[src/rtl/sc_io_pkg.sv]
// sc_io_pkg: shared constants and address decode for the sc_io_ports block.
//   GRP_*  : register group selected by addr[6:5]
//   CTL_*  : register index inside the control group (addr[4:2])
//   io_dec_t / io_decode : split a CPU byte address into select, group, index
package sc_io_pkg;

  localparam logic [1:0] GRP_OUT = 2'd0;
  localparam logic [1:0] GRP_IN  = 2'd1;
  localparam logic [1:0] GRP_TGL = 2'd2;
  localparam logic [1:0] GRP_CTL = 2'd3;

  localparam logic [2:0] CTL_STATUS = 3'd0;
  localparam logic [2:0] CTL_IRQEN  = 3'd1;
  localparam logic [2:0] CTL_CYCLE  = 3'd2;
  localparam logic [2:0] CTL_CYCCLR = 3'd3;

  typedef struct packed {
    logic       sel;
    logic [1:0] grp;
    logic [2:0] idx;
  } io_dec_t;

  // addr[1:0] (byte lane) and the bits above the select bit carry no meaning here.
  function automatic io_dec_t io_decode(input logic [31:0] addr, input logic [4:0] sel_bit);
    io_dec_t d;
    d.sel = addr[sel_bit];
    d.grp = addr[6:5];
    d.idx = addr[4:2];
    return d;
  endfunction

endpackage

[src/rtl/sc_io_ports_if.sv]
// sc_io_ports_if: CPU-side data bus into the I/O block.
//   addr         : CPU byte address
//   datain       : CPU store data
//   we           : store enable
//   io_read_data : combinational readback towards the mem/io dataout mux
// Handshake: there is no valid/ready pair. A store is a single-cycle strobe;
// it commits at the rising clock edge while we=1 and the address selects I/O
// space. The block never stalls, so the CPU never waits. Reads have no strobe:
// io_read_data follows addr combinationally.
interface sc_io_ports_if #(
  parameter int DW = 32
);
  logic [31:0]   addr;
  logic [DW-1:0] datain;
  logic          we;
  logic [DW-1:0] io_read_data;

  modport master (output addr, output datain, output we, input io_read_data);
  modport slave  (input addr, input datain, input we, output io_read_data);
endinterface

[src/rtl/sc_io_in_sync.sv]
// sc_io_in_sync: three-stage synchroniser for one input port plus change detect.
//   clock, clrn : clock and asynchronous active-high reset
//   d_i         : raw asynchronous input port
//   s2_o        : second sync stage, the value software reads
//   chg_o       : 1 for one cycle whenever s2 differs from the stage after it
module sc_io_in_sync #(
  parameter int DW = 32
) (
  input  logic          clock,
  input  logic          clrn,
  input  logic [DW-1:0] d_i,
  output logic [DW-1:0] s2_o,
  output logic          chg_o
);

  logic [DW-1:0] s1_q, s2_q, s3_q;

  always_ff @(posedge clock or posedge clrn) begin
    if (clrn) begin
      s1_q <= '0;
      s2_q <= '0;
      s3_q <= '0;
    end else begin
      s1_q <= d_i;
      s2_q <= s1_q;
      s3_q <= s2_q;
    end
  end

  assign s2_o  = s2_q;
  // s3 exists only to detect edges on the already-synchronised s2 value.
  assign chg_o = (s2_q != s3_q);

endmodule

[src/rtl/sc_io_ports.sv]
// sc_io_ports: memory-mapped I/O block for the single-cycle CPU data path.
//   clock, clrn : clock and asynchronous active-high reset
//   bus         : CPU address / store data / store enable / readback
//   in_ports    : N_IN flattened input ports, port i = [i*DW +: DW]
//   out_ports   : N_OUT flattened registered output ports
//   irq         : |(STATUS & IRQ_EN)
// Register map (addr[IO_SEL_BIT]=1, grp=addr[6:5], idx=addr[4:2]):
//   grp0 OUT[idx] r/w, grp1 IN[idx] r/o, grp2 OUT[idx] xor-toggle on write,
//   grp3 idx0 STATUS (W1C), idx1 IRQ_EN, idx2 CYCLE r/o, idx3 CYCLE clear.
//   Anything else reads 0 and ignores writes.
module sc_io_ports
  import sc_io_pkg::*;
#(
  parameter int DW         = 32,
  parameter int N_OUT      = 2,
  parameter int N_IN       = 2,
  parameter int IO_SEL_BIT = 7
) (
  input  logic                clock,
  input  logic                clrn,
  sc_io_ports_if.slave        bus,
  input  logic [N_IN*DW-1:0]  in_ports,
  output logic [N_OUT*DW-1:0] out_ports,
  output logic                irq
);

  io_dec_t dec;
  logic    wr;
  logic    ctl_wr;

  assign dec    = io_decode(bus.addr, 5'(IO_SEL_BIT));
  assign wr     = bus.we & dec.sel;
  assign ctl_wr = wr && (dec.grp == GRP_CTL);

  // ---------------------------------------------------------------- inputs
  logic [DW-1:0]   in_s2 [N_IN];
  logic [N_IN-1:0] chg;

  for (genvar g = 0; g < N_IN; g++) begin : g_in
    sc_io_in_sync #(.DW(DW)) u_sync (
      .clock (clock),
      .clrn  (clrn),
      .d_i   (in_ports[g*DW +: DW]),
      .s2_o  (in_s2[g]),
      .chg_o (chg[g])
    );
  end

  // ---------------------------------------------------------------- outputs
  logic [DW-1:0] out_q [N_OUT];
  logic [DW-1:0] out_d [N_OUT];

  // Out-of-range idx never matches any i, so those writes fall through.
  always_comb begin
    for (int i = 0; i < N_OUT; i++) begin
      out_d[i] = out_q[i];
      if (wr && (dec.idx == 3'(i))) begin
        if (dec.grp == GRP_OUT) begin
          out_d[i] = bus.datain;
        end else if (dec.grp == GRP_TGL) begin
          out_d[i] = out_q[i] ^ bus.datain;
        end
      end
    end
  end

  for (genvar g = 0; g < N_OUT; g++) begin : g_out
    assign out_ports[g*DW +: DW] = out_q[g];
  end

  // ---------------------------------------------------------------- control
  logic [N_IN-1:0] status_q, status_d, status_clr;
  logic [N_IN-1:0] irq_en_q, irq_en_d;
  logic [DW-1:0]   cycle_q, cycle_d;

  always_comb begin
    status_clr = '0;
    irq_en_d   = irq_en_q;
    cycle_d    = cycle_q + DW'(1);
    if (ctl_wr) begin
      case (dec.idx)
        CTL_STATUS: status_clr = bus.datain[N_IN-1:0];
        CTL_IRQEN:  irq_en_d   = bus.datain[N_IN-1:0];
        CTL_CYCCLR: cycle_d    = '0;
        default:    ;
      endcase
    end
    // A change arriving in the clearing cycle must not be lost, so set wins.
    status_d = (status_q & ~status_clr) | chg;
  end

  always_ff @(posedge clock or posedge clrn) begin
    if (clrn) begin
      for (int i = 0; i < N_OUT; i++) begin
        out_q[i] <= '0;
      end
      status_q <= '0;
      irq_en_q <= '0;
      cycle_q  <= '0;
    end else begin
      for (int i = 0; i < N_OUT; i++) begin
        out_q[i] <= out_d[i];
      end
      status_q <= status_d;
      irq_en_q <= irq_en_d;
      cycle_q  <= cycle_d;
    end
  end

  assign irq = |(status_q & irq_en_q);

  // ---------------------------------------------------------------- readback
  logic [DW-1:0] rdata;

  always_comb begin
    rdata = '0;
    if (dec.sel) begin
      case (dec.grp)
        GRP_OUT, GRP_TGL: begin
          for (int i = 0; i < N_OUT; i++) begin
            if (dec.idx == 3'(i)) rdata = out_q[i];
          end
        end
        GRP_IN: begin
          for (int i = 0; i < N_IN; i++) begin
            if (dec.idx == 3'(i)) rdata = in_s2[i];
          end
        end
        default: begin
          case (dec.idx)
            CTL_STATUS: rdata[N_IN-1:0] = status_q;
            CTL_IRQEN:  rdata[N_IN-1:0] = irq_en_q;
            CTL_CYCLE:  rdata           = cycle_q;
            default:    ;
          endcase
        end
      endcase
    end
  end

  assign bus.io_read_data = rdata;

endmodule
[src/flat_wrapper.sv]
// flat-port wrapper written by rule: the top's interface ports become plain ports
module sc_io_ports_flat import sc_io_pkg::*;
#(
  parameter int DW         = 32,
  parameter int N_OUT      = 2,
  parameter int N_IN       = 2,
  parameter int IO_SEL_BIT = 7
)
  (clock, clrn, in_ports, out_ports, irq, bus_addr, bus_datain, bus_we, bus_io_read_data);
  sc_io_ports_if #(.DW(DW)) bus_i ();
  input  logic clock;
  input  logic clrn;
  input  logic [N_IN*DW-1:0] in_ports;
  output logic [N_OUT*DW-1:0] out_ports;
  output logic irq;
  input wire logic [$bits(bus_i.addr)-1:0] bus_addr;
  input wire logic [$bits(bus_i.datain)-1:0] bus_datain;
  input wire logic [$bits(bus_i.we)-1:0] bus_we;
  output wire logic [$bits(bus_i.io_read_data)-1:0] bus_io_read_data;
  assign bus_i.addr = bus_addr;
  assign bus_i.datain = bus_datain;
  assign bus_i.we = bus_we;
  assign bus_io_read_data = bus_i.io_read_data;
  sc_io_ports #(.DW(DW), .N_OUT(N_OUT), .N_IN(N_IN), .IO_SEL_BIT(IO_SEL_BIT)) u_core (.clock(clock), .clrn(clrn), .bus(bus_i), .in_ports(in_ports), .out_ports(out_ports), .irq(irq));
endmodule
[config.mk]
export PLATFORM = sky130hd
export DESIGN_NAME = sc_io_ports_flat
export DESIGN_NICKNAME = d
export VERILOG_FILES = /design/src/rtl/sc_io_pkg.sv /design/src/rtl/sc_io_ports_if.sv /design/src/rtl/sc_io_in_sync.sv /design/src/rtl/sc_io_ports.sv /design/src/flat_wrapper.sv
export SDC_FILE = /design/constraint.sdc
export NUM_CORES = 1
export LEC_CHECK = 0
export BUFFER_PORTS_ARGS = -buffer_cell sky130_fd_sc_hd__buf_2
export CAP_MARGIN = 5
export CORE_MARGIN = 4
export CORE_UTILIZATION = 55
export CTS_CLUSTER_DIAMETER = 50
export DETAILED_ROUTE_END_ITERATION = 10
export PLACE_DENSITY_LB_ADDON = 0.15
export SLEW_MARGIN = 20
export SYNTH_ARGS = -nofsm -noshare
export SYNTH_HDL_FRONTEND = slang
export SYNTH_HIERARCHICAL = 1
export SYNTH_SLANG_ARGS = --single-unit
[constraint.sdc]
create_clock -name clock -period 7.7 [get_ports clock]
set_input_delay 1.54 -clock clock [delete_from_list [all_inputs] [get_ports clock]]
set_output_delay 1.54 -clock clock [all_outputs]
set_load 0.01 [all_outputs]
Word-level counts from Yosys, hierarchy flattened
Index checks and enable logic that the tools add are counted.

Add/sub/neg operators: 1. Equality and inequality tests: 8. Mux-type cells: 16. Bitwise logic cells: 7. Reductions and logical operators: 11.

Operator list (number): two-way mux 32 bit (11); inequality test 32 bit (2); one-hot mux 32 bit (2 select lines) (1); bitwise XOR 32 bit (2); adder 32 x 1 -> 32 bit (second input constant) (1); two-way mux 30 bit (1); == test 3 x 2 -> 1 bit (second input constant) (2); one-hot mux 2 bit (3 select lines) (1); AND reduction 2 bit (3); bitwise AND 2 bit (2); == test 2 bit (second input constant) (2); two-way mux 2 bit (2); OR reduction 2 bit (2); == test 3 x 1 -> 1 bit (second input constant) (1); logical AND 1 bit (3); zero test 3 bit (1); == test 2 x 1 -> 1 bit (second input constant) (1); zero test 2 bit (1); NOT 2 bit (1); bitwise OR 2 bit (1); nonzero test 2 bit (1); bitwise AND 1 bit (1).

Register bits: 292. Input bits: 131. Output and inout bits: 97. Word-level logic and storage cells: 54.

Depth between registers and ports, before layout
Depth in word-level cells: 6. Gate-level depth with buffers: 7. Mapped depth without buffers: 5.

Cells and area by module
Netlist, hierarchy kept.

Modules (own cells, without submodules): sc_io_ports (times used 1, cells an instance 719, area each 6262.3 sq um, sequential area each 2502.4 sq um); sc_io_in_sync (times used 2, cells an instance 140, area each 2752.6 sq um, sequential area each 2402.3 sq um).

Worst setup path before layout
Ideal clock, no wire load.

Path type: input port to output port. Start: in bus_addr[4]. End: out bus_io_read_data[24]. Data arrival time: 2908 ps. Required time: 6160 ps. Setup slack: 3252 ps. Cell stages on the path: 5. Buffers on the path: 2. Cells stage by stage: buf_2 > nor3_2 > clkbuf_1 > a221oi_1 > nor4b_1.

Longest elaborated chain between the ends: 5. Elaborated cells between the ends (all ways): 10. Those cells by class: eq/ne: 2; mux: 7; reduce/logical: 1.

RTL lines: start: declaration (RTL line flat_wrapper.sv:16) `input wire logic [$bits(bus_i.addr)-1:0] bus_addr;`; zero test 3 bit (RTL line sc_io_ports.sv:121, sc_io_ports.sv:126); two-way mux 32 bit (on tied branches) (2 in series) (RTL line sc_io_ports.sv:126, sc_io_ports.sv:121); one-hot mux 32 bit (2 select lines) (*) (RTL line sc_io_ports.sv:118) `case (dec.grp)`; two-way mux 32 bit (*) (RTL line sc_io_ports.sv:117) `if (dec.sel) begin`; end: declaration (RTL line flat_wrapper.sv:19) `output wire logic [$bits(bus_i.io_read_data)-1:0] bus_io_read_data;`.

Mark *: on every way between the ends. The rest lies on a longest branch, timed or not.

Final worst setup path
Start: in bus_addr[3]. End: out bus_io_read_data[11].

Same word-level chain as after synthesis.

==> flow_summary_export.csv <==
group,metric,value,unit
floorplanning,start_util,0.560,
hold_path,worstHoldPathCells,0,
critical_path,cp_cell_sequence,"buf_2, nor3_4, a221oi_1, nor4b_1, buf_2",
critical_path,end_kind,"output port",
synthesis,avgSynthCellArea,11.8,sq um
sta,period_needed,5.43,ns
critical_path,arrival,3.89,ns
route,viasPerCell,5.98,
placed_design,gp_congestion,0.875,
critical_path,r2r_cells,5,
sta,drv_slew,0,
cts,clock-root-buffer,"clkbuf_16",
sta,finalSetupViolations,0,
synthesis,syn_area,0.0118,sq mm
cts,cts.path.max_buffers,3,
synthesis,ys_ff_latch,292,
cts,clock_sinks,292,
hold_path,min_path_type,"flop to flop",
route,drc,0,
synthesis,yosysUniqueCellTypes,40,
placed_design,numPortBuffers,201,
floorplanning,row_count,53,
power_and_ir_drop,ir_drop,234,uV
route,drt-wirelength-per-cell,20.2,um
sta,min_period_over_period,0.706,
critical_path,cp_slowest_cell,"nor3_4",
critical_path,path_depth,5,
cells_and_area,multi_input_area,0.00421,sq mm
critical_path,worst-path-buf-inv,2,
global_route,grt_usage,0.247,
power_and_ir_drop,finalPower,3930,uW
synthesis,synth_edf_count,0,
route,ant_nets,0,
floorplanning,die_w,154,um
global_route,grt_max_degree,85,
cells_and_area,nFillCells,1607,
synthesis,synth_nets,1131,
critical_path,critical_path_class,"input port to output port",
sta,fin_tns_setup,0,ns
global_route,grt_first_pass_wirelength,47.0,mm
synthesis,netlist_top_cells_count,"292 x dfrtp_1, 179 x a21oi_1, 67 x xnor2_1, 47 x clkbuf_1, 46 x nand3_1",
power_and_ir_drop,power_density,277,mW/mm^2
critical_path,cp-start-kind,"input port",
cts,cts_buffers,34,
floorplanning,dieArea,0.0238,sq mm
synthesis,synthCells,999,
route,firstDrtPassIters,5,
cells_and_area,utilization,0.674,
placed_design,dp_hpwl,20.3,mm
cts,clock_latency,0.50,ns
cells_and_area,register_area,0.00731,sq mm
cts,tritoncts,"built",
sta,hold_viol_final,0,
synthesis,yosysWarnings,6,
synthesis,synth_top_area_frac,0.621,
sta,relSlewSlack,0.233,
flow_run,drv_cap,0,
cts,clkTransAtPathRegs,0.06,ns
sta,tightest_slew,1.15,ns
critical_path,crit_path_frequent_cell,"buf_2",
cells_and_area,nets,1314,
floorplanning,coreArea,0.0210,sq mm
placed_design,placed_area,0.0130,sq mm
cells_and_area,final_area,0.0142,sq mm
critical_path,critPathRequiredTime,6.16,ns
cts,post_cts_buffers,0,
global_route,antenna_found_initial,0,
global_route,overflow,0,
cts,post_cts_resized,0,
cts,htreeDepth,2,
synthesis,synth_area_leader_cell,"dfrtp_1",
cts,ctsHoldBuffers,0,
route,num_vias,8845,
route,routed_wl,29.9,mm
sta,max_freq,0.184,GHz
floorplanning,die_y,154,um
critical_path,max_stage_delay,0.95,ns
synthesis,synth.area.top_cells,"dfrtp_1 62%, a21oi_1 7.6%, xnor2_1 5.0%",
synthesis,yosysMostFrequentCell,"dfrtp_1",
sta,clock_skew,0.00863,ns
cells_and_area,n_antenna_cell,0,
critical_path,path_delay_family,"simple AND/OR/NAND/NOR gates",
cells_and_area,syn_to_final_growth,20.4,%
global_route,grt_pass1_vias,8495,
outcome,status,"complete, no violations",
cells_and_area,layout-drive-gt1-share,0.259,
route,drtIter0Drc,881,
power_and_ir_drop,leakagePower,0.00623,uW
floorplanning,ios,228,
sta,rsz0062_at_grt,"false",
synthesis,ys_async_sr_fraction,1.00,
synthesis,ys.flop_type,"dfrtp_1",
synthesis,ys_seq_area_frac,0.621,
critical_path,cp_max_fo,26,
state kept, by name, indices dropped and copies added, names as in the netlist:
name / flops
u_core/g_in.u_sync/s1_q: 64
u_core/status_q: 2
u_core/irq_en_q: 2
u_core/g_in.u_sync/s3_q: 64
u_core/out_ports: 64
u_core/g_in.u_sync/s2_o: 64
u_core/cycle_q: 32
metal layers:
metal,routed length (um),track usage,share of wire
met5,0,0,0
met4,684,0.0614,0.023
met3,2260,0.0400,0.076
met2,14000,0.388,0.47
met1,13000,0.365,0.43
final cells by class:
cell class                      instances  share of cell area
Tap cell                              275              0.0243
Sequential cell                       292               0.516
Multi-Input combinational cell        639               0.297
Timing Repair Buffer                  211              0.0766
Clock inverter                         14              0.0156
Clock buffer                           44              0.0691
Inverter                                4             0.00141
power breakdown:
group	leakage (uW)	total (uW)	switching, uW	internal (uW)
clock network	0.000586	1680	609	1070
logic	0.00213	433	250	183
registers	0.00352	1820	141	1680
cell families after synthesis:
logic type | Yosys count | synth area share
buf+inv | 68 | 0.0238
xor+xnor | 75 | 0.0558
fa+ha+maj | 1 | 0.00106
mux | 37 | 0.0349
flops | 292 | 0.621
simple gates | 228 | 0.114
compound gates | 298 | 0.149
cell usage in the layout, fill, tap and decap left out, types with 19 or more instances in the layout:
master	instances
mux2_2	32
a221oi_1	30
clkbuf_16	35
nor4b_1	30
nand4_1	26
a21oi_1	179
nor2_1	42
xnor2_1	67
o21ai_0	43
buf_2	201
dfrtp_1	292
nand3_1	46
nand2_1	19
a311oi_1	28
path summary, 6_finish.rpt:
path,endpoint,startpoint,slack [ns]
min in group asynchronous,u_core/g_in[0].u_sync/s1_q[26]$_DFF_PP0_,clrn,1.00
worst max-delay path,bus_io_read_data[11],bus_addr[3],2.27
max in group asynchronous,u_core/out_ports[36]$_DFFE_PP0P_,clrn,5.35
worst max register to register,u_core/cycle_q[30]$_DFF_PP0_,u_core/cycle_q[0]$_DFF_PP0_,5.49
worst min-delay path,u_core/g_in[1].u_sync/s2_o[28]$_DFF_PP0_,u_core/g_in[1].u_sync/s1_q[28]$_DFF_PP0_,0.35
worst min register to register,u_core/g_in[1].u_sync/s2_o[28]$_DFF_PP0_,u_core/g_in[1].u_sync/s1_q[28]$_DFF_PP0_,0.35
metrics by stage:
stage	setup slack [ns]	hold WS, ns	cells
finish	2.27	0.345	1479
CTS	2.07	0.346	1479
floorplan	3.25	0.331	999
detailed placement	2.08	0.335	1421
global placement	2.11	0.332	1421
global route	2.19	0.348	1479
Power figures use the tool's default switching activity.
